$ cat src/rtl/mandel_scheduler_if.sv
// Job dispatch / result return bus between the frame scheduler and its two
// iteration cores.
//
//   job_valid  [1:0]   per-core job offer (one-hot or zero), scheduler -> core
//   job_ready  [1:0]   per-core job accept, core -> scheduler
//   job_x/job_y        pixel column/row of the offered job
//   job_addr           framebuffer address of the offered job
//   res_valid  [1:0]   per-core result available, held until acknowledged
//   res_addr0/1        address echoed back by core 0 / core 1
//   res_iter0/1        iteration count from core 0 / core 1
//   res_ack    [1:0]   one-hot result grant, scheduler -> core
//
// master: scheduler side. slave: iteration-core side.
interface mandel_scheduler_if #(
    parameter int ADDR_W = 19,
    parameter int WIDTH  = 7
);
    logic [1:0]        job_valid;
    logic [1:0]        job_ready;
    logic [9:0]        job_x;
    logic [9:0]        job_y;
    logic [ADDR_W-1:0] job_addr;
    logic [1:0]        res_valid;
    logic [ADDR_W-1:0] res_addr0;
    logic [ADDR_W-1:0] res_addr1;
    logic [WIDTH-1:0]  res_iter0;
    logic [WIDTH-1:0]  res_iter1;
    logic [1:0]        res_ack;

    modport master (
        output job_valid, job_x, job_y, job_addr, res_ack,
        input  job_ready, res_valid, res_addr0, res_addr1, res_iter0, res_iter1
    );

    modport slave (
        input  job_valid, job_x, job_y, job_addr, res_ack,
        output job_ready, res_valid, res_addr0, res_addr1, res_iter0, res_iter1
    );
endinterface

$ cat src/rtl/mandel_scheduler.sv
// Mandelbrot frame scheduler.
// Walks every pixel of one frame in raster order, hands each pixel to one of
// two iteration cores, and funnels the cores' results into a single
// registered framebuffer write port.
//
// Ports:
//   CLK_100MHz  system clock, rising edge
//   reset       asynchronous active-low reset
//   start       one-cycle pulse, starts a frame when idle
//   busy        high while a frame is in progress
//   done        one-cycle pulse after the last pixel has been written
//   jobs        job/result bus to the two cores (master side)
//   wea/addr_w/dina  registered BRAM write port
module mandel_scheduler #(
    parameter int H_RES  = 640,
    parameter int V_RES  = 480,
    parameter int WIDTH  = 7,
    parameter int ADDR_W = 19
) (
    input  logic              CLK_100MHz,
    input  logic              reset,
    input  logic              start,
    output logic              busy,
    output logic              done,
    mandel_scheduler_if.master jobs,
    output logic              wea,
    output logic [ADDR_W-1:0] addr_w,
    output logic [WIDTH-1:0]  dina
);

    localparam logic [9:0] X_LAST = 10'(H_RES - 1);
    localparam logic [9:0] Y_LAST = 10'(V_RES - 1);

    typedef enum logic [1:0] {
        ST_IDLE     = 2'd0,
        ST_DISPATCH = 2'd1,
        ST_DRAIN    = 2'd2,
        ST_DONE     = 2'd3
    } state_t;

    state_t            state_r;
    state_t            state_next_s;

    logic [1:0]        job_valid_r;
    logic [1:0]        core_busy_r;
    logic [1:0]        offer_s;
    logic [1:0]        ack_s;
    logic              transfer_s;
    logic              last_pix_s;
    logic              both_res_s;
    logic              disp_ptr_r;
    logic              res_ptr_r;
    logic [9:0]        x_r;
    logic [9:0]        y_r;
    logic [ADDR_W-1:0] addr_r;
    logic              wea_r;
    logic [ADDR_W-1:0] addr_w_r;
    logic [WIDTH-1:0]  dina_r;
    logic              busy_r;
    logic              done_r;

    // job_valid_r is one-hot, so any overlap with ready is the single transfer
    assign transfer_s = |(job_valid_r & jobs.job_ready);
    assign last_pix_s = (x_r == X_LAST) && (y_r == Y_LAST);
    assign both_res_s = (jobs.res_valid == 2'b11);

    // State register
    always_ff @(posedge CLK_100MHz or negedge reset) begin
        if (!reset) begin
            state_r <= ST_IDLE;
        end else begin
            state_r <= state_next_s;
        end
    end

    // Next-state decode
    always_comb begin
        state_next_s = state_r;
        case (state_r)
            ST_IDLE: begin
                if (start) begin
                    state_next_s = ST_DISPATCH;
                end else begin
                    state_next_s = ST_IDLE;
                end
            end
            ST_DISPATCH: begin
                if (transfer_s && last_pix_s) begin
                    state_next_s = ST_DRAIN;
                end else begin
                    state_next_s = ST_DISPATCH;
                end
            end
            ST_DRAIN: begin
                // every core returned its result and the final write has left
                if ((core_busy_r == 2'b00) && !wea_r) begin
                    state_next_s = ST_DONE;
                end else begin
                    state_next_s = ST_DRAIN;
                end
            end
            ST_DONE: begin
                state_next_s = ST_IDLE;
            end
            default: begin
                state_next_s = ST_IDLE;
            end
        endcase
    end

    // Choose the core that receives the next offer. Only cores already idle in
    // the registered busy map qualify, so a core freed by an ack this cycle is
    // offered work one cycle later at the earliest.
    always_comb begin
        offer_s = 2'b00;
        if ((state_r == ST_DISPATCH) && (job_valid_r == 2'b00)) begin
            case (~core_busy_r)
                2'b11:   offer_s = disp_ptr_r ? 2'b10 : 2'b01;
                2'b01:   offer_s = 2'b01;
                2'b10:   offer_s = 2'b10;
                default: offer_s = 2'b00;
            endcase
        end else begin
            offer_s = 2'b00;
        end
    end

    // Result grant: a lone request wins outright, a tie goes to the pointer
    always_comb begin
        ack_s = 2'b00;
        case (jobs.res_valid)
            2'b11:   ack_s = res_ptr_r ? 2'b10 : 2'b01;
            2'b01:   ack_s = 2'b01;
            2'b10:   ack_s = 2'b10;
            default: ack_s = 2'b00;
        endcase
    end

    // Job offer register and raster counters
    always_ff @(posedge CLK_100MHz or negedge reset) begin
        if (!reset) begin
            job_valid_r <= 2'b00;
            disp_ptr_r  <= 1'b0;
            x_r         <= 10'd0;
            y_r         <= 10'd0;
            addr_r      <= '0;
        end else if ((state_r == ST_IDLE) && start) begin
            job_valid_r <= 2'b00;
            x_r         <= 10'd0;
            y_r         <= 10'd0;
            addr_r      <= '0;
        end else if (transfer_s) begin
            job_valid_r <= 2'b00;
            disp_ptr_r  <= ~disp_ptr_r;
            // the last pixel leaves the counters in place so addr never exceeds
            // the final framebuffer location
            if (!last_pix_s) begin
                addr_r <= addr_r + ADDR_W'(1);
                if (x_r == X_LAST) begin
                    x_r <= 10'd0;
                    y_r <= y_r + 10'd1;
                end else begin
                    x_r <= x_r + 10'd1;
                end
            end
        end else if (offer_s != 2'b00) begin
            job_valid_r <= offer_s;
        end
    end

    // Per-core occupancy: set on job transfer, cleared on result grant
    always_ff @(posedge CLK_100MHz or negedge reset) begin
        if (!reset) begin
            core_busy_r <= 2'b00;
        end else begin
            core_busy_r <= (core_busy_r & ~ack_s) | (transfer_s ? job_valid_r : 2'b00);
        end
    end

    // Result round-robin pointer, advanced only when both cores contend
    always_ff @(posedge CLK_100MHz or negedge reset) begin
        if (!reset) begin
            res_ptr_r <= 1'b0;
        end else if (both_res_s) begin
            res_ptr_r <= ~res_ptr_r;
        end
    end

    // Registered framebuffer write of the granted result
    always_ff @(posedge CLK_100MHz or negedge reset) begin
        if (!reset) begin
            wea_r    <= 1'b0;
            addr_w_r <= '0;
            dina_r   <= '0;
        end else begin
            wea_r <= |ack_s;
            if (ack_s[1]) begin
                addr_w_r <= jobs.res_addr1;
                dina_r   <= jobs.res_iter1;
            end else if (ack_s[0]) begin
                addr_w_r <= jobs.res_addr0;
                dina_r   <= jobs.res_iter0;
            end
        end
    end

    // Status flags decoded from the upcoming state
    always_ff @(posedge CLK_100MHz or negedge reset) begin
        if (!reset) begin
            busy_r <= 1'b0;
            done_r <= 1'b0;
        end else begin
            busy_r <= (state_next_s == ST_DISPATCH) || (state_next_s == ST_DRAIN);
            done_r <= (state_next_s == ST_DONE);
        end
    end

    assign jobs.job_valid = job_valid_r;
    assign jobs.job_x     = x_r;
    assign jobs.job_y     = y_r;
    assign jobs.job_addr  = addr_r;
    assign jobs.res_ack   = ack_s;

    assign busy   = busy_r;
    assign done   = done_r;
    assign wea    = wea_r;
    assign addr_w = addr_w_r;
    assign dina   = dina_r;

endmodule

$ cat src/flat_wrapper.sv
// flat-port wrapper written by rule: the top's interface ports become plain ports
module mandel_scheduler_flat 
#(
    parameter int H_RES  = 640,
    parameter int V_RES  = 480,
    parameter int WIDTH  = 7,
    parameter int ADDR_W = 19
)
  (CLK_100MHz, reset, start, busy, done, wea, addr_w, dina, jobs_job_valid, jobs_job_x, jobs_job_y, jobs_job_addr, jobs_res_ack, jobs_job_ready, jobs_res_valid, jobs_res_addr0, jobs_res_addr1, jobs_res_iter0, jobs_res_iter1);
  mandel_scheduler_if #(.ADDR_W(ADDR_W), .WIDTH(WIDTH)) jobs_i ();
  input  logic CLK_100MHz;
  input  logic reset;
  input  logic start;
  output logic busy;
  output logic done;
  output logic wea;
  output logic [ADDR_W-1:0] addr_w;
  output logic [WIDTH-1:0] dina;
  output wire logic [$bits(jobs_i.job_valid)-1:0] jobs_job_valid;
  output wire logic [$bits(jobs_i.job_x)-1:0] jobs_job_x;
  output wire logic [$bits(jobs_i.job_y)-1:0] jobs_job_y;
  output wire logic [$bits(jobs_i.job_addr)-1:0] jobs_job_addr;
  output wire logic [$bits(jobs_i.res_ack)-1:0] jobs_res_ack;
  input wire logic [$bits(jobs_i.job_ready)-1:0] jobs_job_ready;
  input wire logic [$bits(jobs_i.res_valid)-1:0] jobs_res_valid;
  input wire logic [$bits(jobs_i.res_addr0)-1:0] jobs_res_addr0;
  input wire logic [$bits(jobs_i.res_addr1)-1:0] jobs_res_addr1;
  input wire logic [$bits(jobs_i.res_iter0)-1:0] jobs_res_iter0;
  input wire logic [$bits(jobs_i.res_iter1)-1:0] jobs_res_iter1;
  assign jobs_job_valid = jobs_i.job_valid;
  assign jobs_job_x = jobs_i.job_x;
  assign jobs_job_y = jobs_i.job_y;
  assign jobs_job_addr = jobs_i.job_addr;
  assign jobs_res_ack = jobs_i.res_ack;
  assign jobs_i.job_ready = jobs_job_ready;
  assign jobs_i.res_valid = jobs_res_valid;
  assign jobs_i.res_addr0 = jobs_res_addr0;
  assign jobs_i.res_addr1 = jobs_res_addr1;
  assign jobs_i.res_iter0 = jobs_res_iter0;
  assign jobs_i.res_iter1 = jobs_res_iter1;
  mandel_scheduler #(.H_RES(H_RES), .V_RES(V_RES), .WIDTH(WIDTH), .ADDR_W(ADDR_W)) u_core (.CLK_100MHz(CLK_100MHz), .reset(reset), .start(start), .busy(busy), .done(done), .jobs(jobs_i), .wea(wea), .addr_w(addr_w), .dina(dina));
endmodule
$ cat config.mk
export PLATFORM = sky130hd
export DESIGN_NAME = mandel_scheduler_flat
export DESIGN_NICKNAME = d
export VERILOG_FILES = /design/src/rtl/mandel_scheduler_if.sv /design/src/rtl/mandel_scheduler.sv /design/src/flat_wrapper.sv
export SDC_FILE = /design/constraint.sdc
export NUM_CORES = 1
export LEC_CHECK = 0
export CAP_MARGIN = 20
export CORE_UTILIZATION = 45
export DETAILED_ROUTE_END_ITERATION = 8
export PLACE_DENSITY = 0.76
export SKIP_CTS_REPAIR_TIMING = 1
export SLEW_MARGIN = 20
export SYNTH_ARGS = -nofsm -noshare
export SYNTH_HDL_FRONTEND = slang
export SYNTH_SLANG_ARGS = --single-unit
$ cat constraint.sdc
create_clock -name CLK_100MHz -period 2.9 [get_ports CLK_100MHz]
set_clock_uncertainty 0.05 [all_clocks]
set_input_delay 0.58 -clock CLK_100MHz [delete_from_list [all_inputs] [get_ports CLK_100MHz]]
set_output_delay 0.58 -clock CLK_100MHz [all_outputs]
set_load 0.1 [all_outputs]
# Yosys cells after proc, flatten, opt, wreduce, memory -nomap -nowiden
# Cells that the tools add are included.
word_totals:
  reg_bits: 76
  latch_bits: 0
  ramBits: 0
  rom_bits: 0
  elab_cells: 87
  n_memories: 0
op_classes:
  add_sub_neg: 3
  n_mul: 0
  div_mod_pow: 0
  magnitude_cmp: 0
  eq_ne: 15
  shifts: 0
  mux: 28
  bitwise_logic: 8
  n_reduce_logical: 20
op_table:
  columns: ["op", "n"]
  rows:
  - ["19-bit two-way mux", 5]
  - ["10-bit two-way mux", 8]
  - ["10-bit by 1-bit adder with 10-bit output, second input constant", 2]
  - ["19-bit by 1-bit adder with 19-bit output, second input constant", 1]
  - ["2-bit equality test, second input constant", 8]
  - ["2-bit two-way mux", 8]
  - ["7-bit two-way mux", 2]
  - ["2-bit case mux with 3 select lines", 2]
  - ["10-bit equality test, second input constant", 1]
  - ["10-bit by 9-bit equality test with 1-bit output, second input constant", 1]
  - ["2-bit by 1-bit equality test with 1-bit output, second input constant", 4]
  - ["2-bit case mux with 4 select lines", 1]
  - ["2-bit nonzero test", 4]
  - ["2-bit zero test", 3]
  - ["1-bit logical AND", 5]
  - ["2-bit bitwise AND", 2]
  - ["2-bit inverter", 2]
  - ["2-bit AND reduction", 2]
  - ["2-bit OR reduction", 2]
  - ["1-bit inverter", 3]
  - ["3-bit AND reduction", 1]
  - ["3-bit nonzero test", 1]
  - ["1-bit two-way mux", 2]
  - ["2-bit != test, second input constant", 1]
  - ["other kinds (3)", 3]

# Depth between registers and ports, before layout
# Gate-level depths: netlist of run 1.
logic_depth:
  depth_word: 8
  ltp_mapped: 8
  ltp_nobuf: 7

# Worst setup path before layout of run 1
# No wires, ideal clock.
synth_path:
  path_kind: "reg2reg"
  startpoint: "register u_core.y_r[0] (netlist: u_core.jobs.job_y[0])"
  endpoint: "register u_core.busy_r (netlist: u_core.busy)"
  setup_ps: 126
  arrival_time_ps: 2765
  required_time_ps: 2724
  setup_slack_ps: -41
  path_stages_with_launch: 9
  n_path_buf: 1
  synth_period_minus_slack_ps: 2941
  cell_sequence: "dfrtp_1 -> ha_1 -> nand4_1 -> nor4_1 -> clkbuf_1 -> nand2_1 -> o21ai_0 -> o41ai_1 -> ha_1"
synth_via:
  elab_chain_cells: 7
synth_lines:
  columns: ["element", "line_no", "source"]
  rows:
  - ["start: declaration", "mandel_scheduler.sv:54", "logic [9:0] y_r;"]
  - ["start signal: assignment", "mandel_scheduler.sv:161", "y_r <= y_r + 10'd1;"]
  - ["10-bit by 9-bit equality test with 1-bit output (*)", "mandel_scheduler.sv:64", "assign last_pix_s = (x_r == X_LAST) && (y_r == Y_LAST);"]
  - ["1-bit logical AND (*)", "mandel_scheduler.sv:64", null]
  - ["1-bit logical AND (*)", "mandel_scheduler.sv:88", "if (transfer_s && last_pix_s) begin"]
  - ["2-bit two-way mux (*)", "mandel_scheduler.sv:88", null]
  - ["2-bit case mux with 4 select lines (*)", "mandel_scheduler.sv:79", "case (state_r)"]
  - ["net u_core.state_next_s[0]", "mandel_scheduler.sv:42", "state_t state_next_s;"]
  - ["2-bit by 1-bit equality test with 1-bit output / 2-bit equality test (equally long branches)", "mandel_scheduler.sv:213", "busy_r <= (state_next_s == ST_DISPATCH) || (state_next_s == ST_DRAIN);"]
  - ["1-bit logical OR (*)", "mandel_scheduler.sv:213", null]
  - ["end signal: assignment", "mandel_scheduler.sv:213", null]
  - ["end: declaration", "mandel_scheduler.sv:59", "logic busy_r;"]
# The timed path passes the listed nets; every way through them passes the cells marked *.
# A chain may end at the register's enable or synchronous reset.

# Worst setup path in the final report of run 1
layout_path:
  startpoint: "input port jobs_res_valid[1]"
  endpoint: "output port jobs_res_ack[0]"
layout_via:
  elab_chain_cells: 2
layout_lines:
  columns: ["element", "line_no", "source"]
  rows:
  - ["start: declaration", "flat_wrapper.sv:25", "input wire logic [$bits(jobs_i.res_valid)-1:0] jobs_res_valid;"]
  - ["2-bit equality test / 2-bit by 1-bit equality test with 1-bit output (equally long branches)", "mandel_scheduler.sv:131", "case (jobs.res_valid)"]
  - ["2-bit case mux with 3 select lines (*)", "mandel_scheduler.sv:131", null]
  - ["end: declaration", "flat_wrapper.sv:23", "output wire logic [$bits(jobs_i.res_ack)-1:0] jobs_res_ack;"]
# Every way passes the cells marked *; elsewhere a longest branch is shown, timed or not.

==> results of run 1 <==
==> flip-flops by register name, indices dropped and copies added (netlist names) <==
signal / flops
u_core.addr_w: 19
u_core.jobs.job_addr: 19
u_core.jobs.job_x: 10
u_core.jobs.job_y: 10
u_core.dina: 7
u_core.core_busy_r: 2
u_core.jobs.job_valid: 2
u_core.state_r: 2
u_core.busy: 1
u_core.disp_ptr_r: 1
u_core.done: 1
u_core.res_ptr_r: 1
u_core.wea: 1
==> report_power, final <==
part	switching, mW	total [mW]	internal [mW]
logic	1.68	2.19	0.512
registers	0.234	1.48	1.25
clock network	0.388	0.857	0.469
total	2.30	4.53	2.23
==> metrics by stage <==
step,util,worst slack (ns)
floorplan,-,0.126
global placement,0.636,0.289
detailed placement,0.636,0.256
CTS,0.663,0.406
global route,0.663,0.289
finish,0.663,0.434
==> critical path: cells and delay by family <==
kind / cells / cell delay [ns]
buf+inv: 2 / 0.70
simple gates: 1 / 0.12
compound gates: 1 / 0.43
==> cell families (layout without fill, tap and decap cells) <==
kind of cell	Yosys count	after routing
AO/OA/AOI/OAI	76	76
XOR/XNOR	22	22
adder cells (fa/ha/maj)	4	4
buffers and inverters	24	160
flip-flops	76	76
multiplexers	2	2
AND/OR/NAND/NOR	183	183
==> final cells by class <==
type / instances / share of cell area
inverters: 5 / 0.00363
repair buffers: 139 / 0.236
clock inverters: 3 / 0.00870
well taps: 102 / 0.0247
clock buffers: 13 / 0.0326
multi-input cells: 287 / 0.326
flip-flops and latches: 76 / 0.368
==> final timing paths <==
| path | start | slack [ns] | to |
|---|---|---|---|
| min reg2reg | u_core.res_ptr_r | 0.43 | u_core.res_ptr_r |
| max in group asynchronous | reset | 1.91 | u_core.dina[3] |
| max | jobs_res_valid[1] | 0.43 | jobs_res_ack[0] |
| max reg2reg | u_core.jobs.job_x[0] | 0.47 | u_core.jobs.job_x[6] |
| min | reset | 0.21 | u_core.jobs.job_y[3] |
| min in group CLK_100MHz | u_core.res_ptr_r | 0.43 | u_core.res_ptr_r |
==> per-layer routing <==
metal  up-vias  part of all wire
met2       166              0.48
met5         -                 0
met1      1661              0.42
met4         0             0.015
met3        17             0.087
li1       1651                 -
==> placed cells by master (no fill, tap or decap), types with 3 or more instances in the layout <==
cell,n
or4_1,8
o31ai_1,6
xnor2_1,12
nand4_1,13
buf_4,79
clkdlybuf4s50_1,57
a21oi_1,16
nor3_1,7
xor2_1,10
and4_1,5
a22o_1,3
o21ai_0,4
nand2_1,82
buf_12,3
clkbuf_8,12
a211oi_1,3
dfrtp_1,74
inv_1,5
ha_1,4
nand3_1,16
and3_1,3
a22oi_1,27
or2_2,3
nor2_1,32
==> impl_metrics.csv, run 1 <==
group,metric,value,unit
outcome,status,"completed",
synthesis,synth_flop_cell,"dfrtp_1",
cts,clock_path_buffers,2,
layout,multi_input_area,1690,µm²
layout,seq_area,1900,µm²
timing,period_share,0.850,
synthesis,avgSynthCellArea,9.50,µm²
worst_setup_path,start_kind,"input pin",
worst_setup_path,slowest_stage,"clkdlybuf4s50_1",
global_routing,antenna_found_initial,0,
timing,setup_tns,0,ns
timing,tightest_slew,0.821,ns
global_routing,grt_max_degree,54,
power_and_ir_drop,cellPowerDensity,875,nW/µm²
timing,final_max_slew_viol_count,0,
worst_setup_path,ff2ff_path_depth,7,
layout,synthToLayoutAreaGrowth,40.8,%
layout,diodes,0,
cts,clkTransAtPathRegs,0.09,ns
drt,first_iter_violations,267,
drt,drcViolationCount,0,
synthesis,syn_area,3680,µm²
worst_setup_path,worstPathArrival,1.84,ns
timing,max_freq,405,MHz
timing,period_needed,2.47,ns
floorplan,io-pin-count,131,
synthesis,yosys.area_share.xor_xnor,0.0524,
timing,hold_viol_final,0,
timing,rsz0062_at_grt,"no",
timing,fin_hold_ws,0.213,ns
cts,clkLatencyLatePin,0.35,ns
synthesis,ys_seq_area_frac,0.517,
placed_design,dp_hpwl,7.00,mm
cts,cts_max_level,3,
worst_hold_path,hold_path_class,"in2async",
synthesis,synth_cell_types,47,
synthesis,synth_top_cell_area_share,0.517,
flow_run,max_cap_viol_count,0,
drt,drtPass1Iterations,5,
drt,routedWlPerCell,15.6,µm
layout,fin_cells,625,
synthesis,synth.net_count,450,
synthesis,yosysMostFrequentCell,"nand2_1",
drt,vias,3495,
global_routing,grt_pass1_vias,3425,
synthesis,synth_seq_cells,76,
synthesis,synth.top_cells.by_count,"82 x nand2_1, 76 x dfrtp_1, 34 x nor2_1",
floorplan,core_area,7810,µm²
synthesis,synth_top_family_by_area,"simple AND/OR/NAND/NOR gates",
worst_setup_path,end_kind,"output port",
floorplan,floorplan.rows,32,
global_routing,groute.layer.met3.usage,0.0673,
worst_setup_path,slowest_delay,0.51,ns
cts,tritoncts,"yes",
synthesis,synth_edf_count,0,
drt,ant_nets,0,
layout,final_area,5180,µm²
worst_setup_path,path_cells,"clkdlybuf4s50_1 > a21boi_2 > nor2_2 > buf_12",
drt,vias_per_cell,5.59,
placed_design,numPortBuffers,130,
layout,drive_above_1_share,0.214,
cts,root_buffer,"clkbuf_8",
placed_design,gp_congestion,0.844,
cts,cts.sinks,76,
floorplan,die_w,92.4,µm
global_routing,use_met1,0.318,
floorplan,fp.dieH,92.4,µm
power_and_ir_drop,p_total,4.53,mW
synthesis,async_flop_share,1.00,
timing,max_slew_margin,0.453,
worst_setup_path,path_class,"in2out",
global_routing,grtUsageMet2,0.387,
cts,cts_buffers,9,
floorplan,dieArea,8540,µm²
global_routing,grt_first_pass_wirelength,16.5,mm
layout,fillers,656,
synthesis,synth-compound-area-share,0.147,
global_routing,grt.total_usage,0.244,
synthesis,synthSimpleGateAreaFrac,0.237,
drt,wirelength,9.75,mm
synthesis,synth.largest_area_cell,"dfrtp_1",
floorplan,start_util,0.471,
power_and_ir_drop,vdd_drop_max,493,µV
synthesis,synth.area.mux_share,0.00544,
synthesis,yosys-top-cells-area,"dfrtp_1 52%, nand2_1 8.4%, a22oi_1 5.5%, nor2_1 3.5%, xnor2_1 2.9%",
power_and_ir_drop,leakage,2.38,nW
synthesis,syn_inst,387,
global_routing,overflow,0,
layout,fin_nets,581,
worst_setup_path,worst-endpoint-required,2.27,ns
global_routing,gr-max-usage-layer,"met2",
timing,setup_viol,0,
placed_design,placed_cells,609,
placed_design,placed_cell_area,4960,µm²
synthesis,synthAdderAreaFrac,0.0136,
synthesis,ys_warn_count,0,
worst_setup_path,path_max_fanout,8,
Note: power is estimated with default switching activity, not from simulation.
==> run 2, diff against run 1 <==
--- a/config.mk
+++ b/config.mk
@@ -8,7 +8,7 @@
 export CAP_MARGIN = 20
 export CORE_UTILIZATION = 45
 export DETAILED_ROUTE_END_ITERATION = 8
-export PLACE_DENSITY = 0.76
+export PLACE_DENSITY_LB_ADDON = 0.25
 export SKIP_CTS_REPAIR_TIMING = 1
 export SLEW_MARGIN = 20
 export SYNTH_ARGS = -nofsm -noshare
==> run 2 against run 1 <==
  * Routed wire length is 2.0% lower
  * Fmax is 1.5% higher
  * First-iteration DRC count is 17% lower
  * Die area stayed put
  * Critical endpoint is now u_core.busy
  * Largest cell class unchanged
  * Highest routed layer unchanged
==> impl_metrics.csv, run 2 (same netlist as run 1, synthesis figures left out) <==
group,metric,value,unit
floorplan,dieArea,8540,µm²
placed_design,numPortBuffers,130,
layout,drive_above_1_share,0.213,
timing,hold_viol_final,0,
cts,cts_max_level,3,
drt,drtPass1Iterations,4,
floorplan,die_w,92.4,µm
floorplan,floorplan.rows,32,
cts,clkTransAtPathRegs,0.08,ns
layout,synthToLayoutAreaGrowth,40.5,%
timing,period_share,0.838,
power_and_ir_drop,leakage,2.37,nW
drt,routedWlPerCell,15.3,µm
placed_design,dp_hpwl,6.83,mm
worst_setup_path,worstPathArrival,2.61,ns
layout,mostFrequentLayoutCell,"nand2_1",
floorplan,fp.dieH,92.4,µm
drt,vias_per_cell,5.51,
placed_design,gp_congestion,0.847,
global_routing,grt.total_usage,0.236,
cts,cts.sinks,76,
outcome,status,"completed",
worst_setup_path,worst-endpoint-required,3.08,ns
flow_run,max_cap_viol_count,0,
drt,wirelength,9.56,mm
timing,setup_tns,0,ns
timing,period_needed,2.43,ns
cts,cts_buffers,9,
power_and_ir_drop,vdd_drop_max,524,µV
floorplan,core_area,7810,µm²
timing,final_max_slew_viol_count,0,
floorplan,io-pin-count,131,
layout,diodes,0,
worst_setup_path,path_max_fanout,4,
drt,drcViolationCount,0,
cts,clock_path_buffers,2,
cts,clkLatencyLatePin,0.34,ns
drt,first_iter_violations,222,
drt,vias,3439,
layout,fillers,646,
cts,tritoncts,"yes",
timing,rsz0062_at_grt,"no",
timing,max_slew_margin,0.380,
global_routing,grt_pass1_vias,3285,
global_routing,grt_max_degree,77,
cts,root_buffer,"clkbuf_8",
timing,setup_viol,0,
worst_setup_path,end_kind,"register",
timing,fin_hold_ws,0.340,ns
global_routing,grt_first_pass_wirelength,15.8,mm
worst_setup_path,path_class,"reg2reg",
timing,tightest_slew,0.930,ns
layout,fin_nets,580,
timing,max_freq,412,MHz
worst_hold_path,hold_path_class,"in2async",
layout,multi_input_area,1690,µm²
global_routing,antenna_found_initial,0,
worst_setup_path,start_kind,"register",
global_routing,overflow,0,
layout,layout_common_cells,"82 x nand2_1, 79 x buf_4, 74 x dfrtp_1",
layout,seq_area,1900,µm²
power_and_ir_drop,cellPowerDensity,881,nW/µm²
floorplan,start_util,0.471,
drt,ant_nets,0,
==> run 2: cell types whose count changed in the layout (fill, tap and decap cells not counted), sizes merged <==
| cell | change |
|---|---|
| clkinv | +1 |
| clkinvlp | +1 |
| buf | -1 |
| bufinv | +1 |
| clkbuf | -3 |
==> run 2: final timing paths <==
path / from / to / slack, ns / depth (start not counted)
worst min register to register: u_core.res_ptr_r / u_core.res_ptr_r / 0.44 / 1
worst min-delay path: reset / u_core.jobs.job_addr[14] / 0.34 / 1
worst max-delay path: u_core.jobs.job_y[0] / u_core.busy / 0.47 / 7
max in group asynchronous: reset / u_core.jobs.job_y[0] / 1.83 / 1
min in group CLK_100MHz: u_core.res_ptr_r / u_core.res_ptr_r / 0.44 / 1
worst max register to register: u_core.jobs.job_y[0] / u_core.busy / 0.47 / 7
==> run 2: metal layers <==
metal	vias to the layer above	track usage	part of all wire
met3	17	0.0632	0.072
li1	1648	-	-
met2	145	0.373	0.48
met1	1629	0.310	0.44
met4	0	0.0885	0.014
met5	-	0	0
==> run 2: worst max-delay path, stage by stage (launching register included) <==
cell and delay, ns:
dfrtp_2 0.40, ha_1 0.21, nand4_1 0.17, nor4_1 0.61, nand2_1 0.21, o21ai_0 0.21
o41ai_1 0.14, ha_1 0.32
==> run 2: per-stage QoR <==
stage                util  setup WS, ns  power, mW  instance area, µm²  cells
floorplan               -         0.126       3.10                3680    387
CTS                 0.662         0.466       4.57                5160    624
detailed placement  0.633         0.263       3.67                4940    608
global route        0.662         0.295       4.75                5160    624
finish              0.662         0.470       4.55                5160    624
global placement    0.633         0.302       3.64                4940    608
==> run 2: where the power goes <==
| part | leakage (nW) | switching (mW) | total [mW] | internal, mW |
|---|---|---|---|---|
| clock | 0.105 | 0.392 | 0.899 | 0.506 |
| sequential | 0.963 | 0.227 | 1.48 | 1.25 |
| combinational | 1.30 | 1.67 | 2.18 | 0.510 |
==> run 2: cell type report <==
type                            count  share of cell area
Clock buffer                       10              0.0266
Inverter                            5             0.00363
Sequential cell                    76               0.369
Clock inverter                      6              0.0170
Tap cell                          102              0.0247
Timing Repair Buffer              138               0.233
Multi-Input combinational cell    287               0.326
